[src/rtl/fifo_wr_sync_status_pkg.sv]
// ---------------------------------------------------------------------------
// fifo_wr_sync_status_pkg
//   Shared definitions for the FIFO write-side read-pointer synchronizer and
//   status block: legal synchronizer depth bounds, the widest pointer the
//   Gray decoder handles, and the Gray-to-binary conversion function.
// ---------------------------------------------------------------------------
package fifo_wr_sync_status_pkg;

  // Legal synchronizer depth range.
  localparam int unsigned SYNC_STAGES_MIN = 2;
  localparam int unsigned SYNC_STAGES_MAX = 4;

  // Widest pointer the Gray decoder accepts; narrower pointers are
  // zero-extended, which leaves their low-order binary bits unchanged.
  localparam int unsigned PTR_MAX_W = 32;

  // Gray-to-binary: bin[i] = XOR of g[i..MSB].  Built as a log-depth
  // prefix XOR (shift-by-1, 2, 4, ...) instead of a serial bit chain.
  function automatic logic [PTR_MAX_W-1:0] gray2bin(input logic [PTR_MAX_W-1:0] g);
    logic [PTR_MAX_W-1:0] b;
    b = g;
    for (int unsigned s = 1; s < PTR_MAX_W; s = s << 1) begin
      b = b ^ (b >> s);
    end
    return b;
  endfunction

endpackage

[src/rtl/fifo_wr_sync_status_chain.sv]
// ---------------------------------------------------------------------------
// ptr_sync_chain
//   Plain multi-flop synchronizer for a Gray-coded pointer.  Stages are
//   directly connected (no logic between flops).  Synchronous active-low
//   reset and a synchronous clear both zero every stage.
//
//   Ports
//     i_clk   : destination-domain clock
//     i_rst_n : synchronous active-low reset
//     i_clr   : synchronous clear (flush)
//     i_d     : asynchronous Gray pointer input
//     o_q     : synchronized pointer (last stage)
// ---------------------------------------------------------------------------
module ptr_sync_chain
  import fifo_wr_sync_status_pkg::*;
#(
  parameter int unsigned WIDTH  = 5,
  parameter int unsigned STAGES = 2
) (
  input  logic             i_clk,
  input  logic             i_rst_n,
  input  logic             i_clr,
  input  logic [WIDTH-1:0] i_d,
  output logic [WIDTH-1:0] o_q
);

  if ((STAGES < SYNC_STAGES_MIN) || (STAGES > SYNC_STAGES_MAX)) begin : g_bad_stages
    $error("ptr_sync_chain: STAGES out of legal range");
  end

  logic [WIDTH-1:0] r_stage [STAGES];

  always_ff @(posedge i_clk) begin
    if (!i_rst_n || i_clr) begin
      for (int unsigned i = 0; i < STAGES; i++) begin
        r_stage[i] <= '0;
      end
    end else begin
      r_stage[0] <= i_d;
      for (int unsigned i = 1; i < STAGES; i++) begin
        r_stage[i] <= r_stage[i-1];
      end
    end
  end

  assign o_q = r_stage[STAGES-1];

endmodule

[src/rtl/fifo_wr_sync_status.sv]
// ---------------------------------------------------------------------------
// fifo_wr_sync_status
//   Write-side half of an async FIFO: synchronizes the read pointer into the
//   write clock domain and derives registered fill level, full, almost-full
//   and a sticky overflow flag.  After reset or flush the synchronizer holds
//   stale zeros until it has refilled; during that window full/almost-full
//   are forced high so the writer is held off conservatively.
//
//   Ports
//     W_CLK         : write clock (only clock)
//     W_rst_n       : synchronous active-low reset (priority over flush)
//     flush         : synchronous clear of synchronizer and status
//     R_ptr_gray    : Gray read pointer from the read domain
//     W_ptr_bin     : local binary write pointer
//     Wq_rptr_gray  : synchronized Gray read pointer
//     Wq_rptr_bin   : binary form of Wq_rptr_gray (combinational)
//     W_level       : registered fill level
//     W_full        : registered full flag
//     W_almost_full : registered almost-full flag
//     sync_valid    : synchronizer holds post-reset/flush data
//     ovf_err       : sticky illegal-fill-level flag
// ---------------------------------------------------------------------------
module fifo_wr_sync_status
  import fifo_wr_sync_status_pkg::*;
#(
  parameter int unsigned ADDR_FIFO      = 4,
  parameter int unsigned SYNC_STAGES    = 2,
  parameter int unsigned ALMOST_FULL_TH = 12
) (
  input  logic               W_CLK,
  input  logic               W_rst_n,
  input  logic               flush,
  input  logic [ADDR_FIFO:0] R_ptr_gray,
  input  logic [ADDR_FIFO:0] W_ptr_bin,
  output logic [ADDR_FIFO:0] Wq_rptr_gray,
  output logic [ADDR_FIFO:0] Wq_rptr_bin,
  output logic [ADDR_FIFO:0] W_level,
  output logic               W_full,
  output logic               W_almost_full,
  output logic               sync_valid,
  output logic               ovf_err
);

  localparam int unsigned PTR_W = ADDR_FIFO + 1;
  localparam int unsigned CNT_W = $clog2(SYNC_STAGES + 1);

  localparam logic [PTR_W-1:0] DEPTH     = PTR_W'(2 ** ADDR_FIFO);
  localparam logic [PTR_W-1:0] AF_TH     = PTR_W'(ALMOST_FULL_TH);
  localparam logic [CNT_W-1:0] CNT_FULL  = CNT_W'(SYNC_STAGES);

  if ((SYNC_STAGES < SYNC_STAGES_MIN) || (SYNC_STAGES > SYNC_STAGES_MAX)) begin : g_bad_sync
    $error("fifo_wr_sync_status: SYNC_STAGES out of legal range");
  end
  if ((ALMOST_FULL_TH < 1) || (ALMOST_FULL_TH > 2 ** ADDR_FIFO)) begin : g_bad_th
    $error("fifo_wr_sync_status: ALMOST_FULL_TH out of legal range");
  end
  if (PTR_W > PTR_MAX_W) begin : g_bad_addr
    $error("fifo_wr_sync_status: ADDR_FIFO too wide for gray2bin");
  end

  logic [PTR_W-1:0] w_rptr_gray;
  logic [PTR_W-1:0] w_rptr_bin;
  logic [PTR_W-1:0] w_diff;
  logic             w_sync_valid;

  logic [CNT_W-1:0] r_fill_cnt;
  logic [PTR_W-1:0] r_level;
  logic             r_full;
  logic             r_almost_full;
  logic             r_ovf_err;

  ptr_sync_chain #(
    .WIDTH  (PTR_W),
    .STAGES (SYNC_STAGES)
  ) u_sync (
    .i_clk   (W_CLK),
    .i_rst_n (W_rst_n),
    .i_clr   (flush),
    .i_d     (R_ptr_gray),
    .o_q     (w_rptr_gray)
  );

  assign w_rptr_bin = PTR_W'(gray2bin(PTR_MAX_W'(w_rptr_gray)));

  // Modulo 2^PTR_W subtraction handles the MSB wrap without a special case.
  assign w_diff       = W_ptr_bin - w_rptr_bin;
  assign w_sync_valid = (r_fill_cnt == CNT_FULL);

  // Refill counter: counts edges since reset/flush, saturating at the
  // synchronizer depth.
  always_ff @(posedge W_CLK) begin
    if (!W_rst_n || flush) begin
      r_fill_cnt <= '0;
    end else if (!w_sync_valid) begin
      r_fill_cnt <= r_fill_cnt + CNT_W'(1);
    end
  end

  // Flags are forced by the sync_valid value present at the edge, so they
  // release one edge after sync_valid rises: that is the first edge whose
  // diff is computed from a fully refilled chain.
  always_ff @(posedge W_CLK) begin
    if (!W_rst_n || flush) begin
      r_level       <= '0;
      r_full        <= 1'b1;
      r_almost_full <= 1'b1;
      r_ovf_err     <= 1'b0;
    end else begin
      r_level       <= w_diff;
      r_full        <= (w_diff == DEPTH) || !w_sync_valid;
      r_almost_full <= (w_diff >= AF_TH) || !w_sync_valid;
      r_ovf_err     <= r_ovf_err || (w_diff > DEPTH);
    end
  end

  assign Wq_rptr_gray  = w_rptr_gray;
  assign Wq_rptr_bin   = w_rptr_bin;
  assign W_level       = r_level;
  assign W_full        = r_full;
  assign W_almost_full = r_almost_full;
  assign sync_valid    = w_sync_valid;
  assign ovf_err       = r_ovf_err;

endmodule

[config.mk]
export PLATFORM = sky130hd
export DESIGN_NAME = fifo_wr_sync_status
export DESIGN_NICKNAME = d
export VERILOG_FILES = /design/src/rtl/fifo_wr_sync_status_pkg.sv /design/src/rtl/fifo_wr_sync_status_chain.sv /design/src/rtl/fifo_wr_sync_status.sv
export SDC_FILE = /design/constraint.sdc
export NUM_CORES = 1
export LEC_CHECK = 0
export CAP_MARGIN = 10
export CORE_MARGIN = 3
export CORE_UTILIZATION = 30
export CTS_CLUSTER_DIAMETER = 30
export DETAILED_ROUTE_END_ITERATION = 12
export DONT_BUFFER_PORTS = 1
export HOLD_SLACK_MARGIN = 0.1
export PLACE_DENSITY_LB_ADDON = 0.12
export SYNTH_ARGS = -nofsm -noshare
export SYNTH_HDL_FRONTEND = slang
export SYNTH_HIERARCHICAL = 1
export SYNTH_SLANG_ARGS = --single-unit
export TNS_END_PERCENT = 50
[constraint.sdc]
create_clock -name W_CLK -period 3.75 [get_ports W_CLK]
set_clock_uncertainty 0.15 [all_clocks]
set_input_delay 0.375 -clock W_CLK [delete_from_list [all_inputs] [get_ports W_CLK]]
set_output_delay 0.375 -clock W_CLK [all_outputs]
set_load 0.005 [all_outputs]
# ---- Word level (Yosys, flattened, before mapping)
# Memory sizes are Yosys's and may differ from the RTL's.
# Index checks and enable logic that the tools add are counted.
dict set report classes {
  n_addsub 2
  order_cmp 2
  muxes 5
  n_reduce_logical 6
  bitwise_logic 7
  eq_ne 2
}
# cell n
set ops {}
lappend ops {{$mux W5} 2}
lappend ops {{$xor A5 B1 Y5 const B} 2}
lappend ops {{$eq A5 B5 Y1 const B} 1}
lappend ops {{$ge A5 B4 Y1 const B} 1}
lappend ops {{$gt A5 B5 Y1 const B} 1}
lappend ops {{$sub A5 B5 Y5} 1}
lappend ops {{$xor A5 B1 Y5} 1}
lappend ops {{$xor A5 B3 Y5} 1}
lappend ops {{$xor A5 B4 Y5} 1}
lappend ops {{$logic_or A1 B1 Y1} 4}
lappend ops {{$mux W1} 3}
lappend ops {{$add A2 B1 Y2 const B} 1}
lappend ops {{$eq A2 B2 Y1 const B} 1}
lappend ops {{$logic_not A1 Y1} 2}
lappend ops {{$or A1 B1 Y1} 2}
dict set report totals {
  in_bits 13
  reg_bits 10
  ram_bits 10
  elab_cells 30
  out_inout_bits 19
  n_memories 1
}
# name words width rd rd_clocked_by_memory_dff wr line
set memory_table {}
lappend memory_table {u_sync.r_stage 2 5 2 0 2 fifo_wr_sync_status_chain.sv:31} ;# logic [WIDTH-1:0] r_stage [STAGES];

# ---- Logic depth before layout (Yosys ltp)
dict set report logic_depth {
  ltp_word 8
  mapped_depth 13
  mapped_depth_nobuf 12
}

# ---- Modules after synthesis
# The synthesis kept the hierarchy.
# module seq_area_each_um2 cells_each n_inst area_per_inst_um2
set by_module_without_submodules {}
lappend by_module_without_submodules {fifo_wr_sync_status 200.2 55 1 544.3}
lappend by_module_without_submodules {ptr_sync_chain 200.2 25 1 325.3}

# ---- Least setup slack after synthesis
# OpenSTA, ideal clock, no wires.
dict set report synth_timing {
  path_type {flip-flop to flip-flop}
  start {mem u_sync.r_stage[1][4] (netlist: u_sync/r_stage[0][9])}
  end {reg r_ovf_err (netlist: ovf_err)}
  setup_slack_ns 1.013
  period_less_slack_ns 2.737
  arrival_time_ns 2.472
  setup_time_ns 0.115
  stages_incl_launch_ff 14
  required_time_ns 3.485
  path_buffers 1
  path_cell_list {dfxtp_1 buf_4 xnor2_2 inv_2 xnor2_4 xor2_2 xnor2_1 ha_1 fa_1 nand2b_1 a21oi_1 xnor2_1 a41oi_1 o21a_1}
}
# item line
set synth_lines {}
lappend synth_lines {{from (decl)} fifo_wr_sync_status_chain.sv:31}
lappend synth_lines {{to (signal assigned)} fifo_wr_sync_status.sv:112} ;# r_ovf_err <= r_ovf_err || (w_diff > DEPTH);
lappend synth_lines {{to (decl)} fifo_wr_sync_status.sv:70} ;# logic r_ovf_err;

==> run_results.csv <==
group,metric,value,unit
global_route,grt_overflow,0,
critical_path,setup.worst_path.end,"ovf_err$_SDFF_PP0_",
cts,clk_latency,0.28,ns
sta,drv_slew,0,
yosys,mappedNetlistArea,870,sq um
sta,max_freq,344,MHz
cts,cts_tree,"built",
cts,htreeDepth,1,
critical_path,worst-path-max-fanout,4,
critical_path,worstSetupEndpointType,"flip-flop",
drt,vias_per_cell,4.63,
finish,stdcell_count,114,
yosys,yosysSeqAreaShare,46.0,%
finish,fin_nets,105,
yosys,synth_compound_area_share,6.04,%
flow_run,max_cap_violations,0,
global_route,met2_usage,14.4,%
critical_path,r2r_slack,0.84,ns
finish,fillers,272,
sta,tns,0,ns
finish,layout-drive-gt1-share,8.33,%
critical_path,worstPathCellList,"xnor2_2 -> inv_2 -> xnor2_4 -> xor2_2 -> xnor2_1 -> ha_1 -> fa_1 -> nand2b_1 -> a21oi_1 -> xnor2_1 -> a41oi_1 -> o21a_1",
floorplan,dieArea,3580,sq um
floorplan,die_h,59.8,um
drt,drtPass1Iterations,4,
cts,post_cts.repair.setup_buffers,0,
drt,wirelength,1430,um
pwr,peakVddDrop,0.192,mV
critical_path,worstSetupStartpoint,"u_sync/r_stage[0][9]$_SDFF_PP0_",
critical_path,crit_buf_inv,1,
yosys,synthDistinctLibCells,23,
drt,remaining_drc_errors,0,
floorplan,fp-row-count,18,
drt,wl_per_cell,12.6,um
sta,fin_crit_sh,77.6,%
yosys,synth_area_per_cell,10.9,sq um
finish,area_growth,9.78,%
critical_path,critPathMostFrequentCell,"xnor2_1",
finish,final_common_cell,"dfxtp_1",
sta,worst_slack,0.842,ns
global_route,grt_pass1_wl,2330,um
sta,rsz0062_at_grt,"no",
sta,worst_pin_slew,0.328,ns
finish,insertedDiodeCount,0,
yosys,synth_mux_area_share,0,%
floorplan,dieWidth,59.8,um
critical_path,reg2reg_depth,12,
sta,post-route-min-period,2.91,ns
critical_path,crit_slowest_cell,"dfxtp_1",
sta,setup_violations,0,
cts,numCtsBuffers,3,
yosys,synth_top_family_by_area,"simple AND/OR/NAND/NOR gates",
drt,drt-initial-drc-count,10,
placement,portBuffers,0,
yosys,synth_seq_cells,20,
global_route,use_met3,4.54,%
yosys,synthSimpleGateAreaFrac,17.7,%
cts,numClockSinks,20,
critical_path,r2r-end,"ovf_err$_SDFF_PP0_",
yosys,synth_fp_nets,99,
yosys,postSynthCellCount,80,
placement,post-place-ws,0.799,ns
cts,clockBufferDepth,2,
floorplan,start_util,33.3,%
cts,cts_resized,0,
hold_path,hp-class,"in -> reg",
finish,mostFrequentLayoutCells,"dfxtp_1 (20), nor2_1 (10), and3b_1 (10)",
critical_path,cpPeakStageDelay,0.47,ns
yosys,synthXorXnorAreaFrac,12.9,%
global_route,grt.met1_usage,9.87,%
critical_path,cp_num_cells,12,
sta,slew_headroom,78.0,%
drt,via_count,528,
yosys,synth_fa_ha_area_share,9.50,%
cts,cts_root_buffer,"clkbuf_4",
critical_path,critPathKind,"reg -> reg",
global_route,grt_pass1_vias,525,
critical_path,cp.required,3.80,ns
pwr,p_leak,0.000438,uW
drt,antenna_left,0,
outcome,status,"completed",
critical_path,cp_data_arrival_time,2.95,ns
sta,finalHoldViolCount,0,
pwr,power_density,393,nW/um^2
global_route,grt_max_degree,13,
yosys,yosysWarningCount,6,
global_route,grt_antenna_before_repair,0,
placement,dp_cells,104,
global_route,grt_use_total,9.07,%
placement,gp_congestion,0.700,
floorplan,core_area,2610,sq um
cts,clk_pin_slew_worst_paths,0.10,ns
critical_path,timing.rr.start,"u_sync/r_stage[0][9]$_SDFF_PP0_",
floorplan,io_pins,32,
critical_path,crit_family,"XOR/XNOR gates",
global_route,top_usage_layer,"met2",
critical_path,critPathLaunchType,"flip-flop",
placement,dp_hpwl,1140,um
[flip-flops by register name (all words and copies together) (netlist names)]
name	cells
r_fill_cnt	2
u_sync/r_stage	10
W_level	5
W_full	1
ovf_err	1
W_almost_full	1
[area by class of cell]
type / instances / area, sq um / share of cell area, %
clock buffer: 3 / 22.5 / 2.36
inverter: 6 / 22.5 / 2.36
multi-input combinational: 48 / 402 / 42.1
sequential: 20 / 400 / 41.9
tap: 30 / 37.5 / 3.93
timing repair buffer: 7 / 70.1 / 7.34
[where the power goes]
part           internal [uW]  switching, uW
Combinational           26.0           27.4
Sequential               222           5.13
Clock                   37.3           58.3
[cells by family after synthesis]
logic type                 after synthesis
AOI/OAI and AO/OA                        8
xor gates and xnor gates                 9
adders and majority gates                6
buffers and inverters                   12
DFF                                     20
and+or+nand+nor                         25
[per-layer routing]
metal / vias up / wire length [um]
met5: - / 0
met4: 0 / 14
met3: 2 / 139
met2: 17 / 682
met1: 242 / 596
li1: 267 / -
[worst min-delay path by stage]
stage,startpoint,endpoint,slack (ns),cells past startpoint
2_1_floorplan,u_sync/r_stage[0][0]$_SDFF_PP0_,u_sync/r_stage[0][5]$_SDFF_PP0_,0.30,1
3_3_place_gp,u_sync/r_stage[0][0]$_SDFF_PP0_,u_sync/r_stage[0][5]$_SDFF_PP0_,0.30,1
3_5_place_dp,u_sync/r_stage[0][3]$_SDFF_PP0_,u_sync/r_stage[0][8]$_SDFF_PP0_,0.30,1
4_1_cts,W_rst_n,u_sync/r_stage[0][9]$_SDFF_PP0_,0.10,1
5_1_grt,W_rst_n,u_sync/r_stage[0][9]$_SDFF_PP0_,0.10,1
6_report,W_rst_n,u_sync/r_stage[0][9]$_SDFF_PP0_,0.11,1
[synthesized netlist by cell type]
master      n  area, sq um
fa_1        1         20.0
inv_1       5         18.8
xnor2_1     4         35.0
xnor2_4     1         27.5
nor2_1     10         37.5
a21oi_1     3         15.0
xor2_1      2         17.5
nand4_1     1         6.26
o21a_1      1         7.51
inv_2       1         3.75
o2111ai_1   1         8.76
o21ai_0     1         5.00
nand2b_1    2         12.5
ha_1        5         62.6
dfxtp_1    20          400
nor2b_1     1         6.26
xnor2_2     1         16.3
and3b_1    10         87.6
xor2_2      1         16.3
o211ai_1    1         7.51
a41oi_1     1         8.76
buf_4       6         45.0
nand2_1     1         3.75
[metrics by stage]
stage	hold WS, ns	cell area, sq um	total power, uW	utilization (%)
floorplan	0.298	870	272	-
global placement	0.303	862	279	33.0
detailed placement	0.305	862	280	33.0
CTS	0.104	955	380	36.5
global route	0.101	955	396	36.5
finish	0.113	955	376	36.5
[timing repair]
action / 4_1_cts / 5_1_grt
setup endpoints to repair: 0 / 0
hold buffers: 7 / 0
endpoints found under the hold margin: 10 / 0
Note: power is estimated with default switching activity, not from simulation.
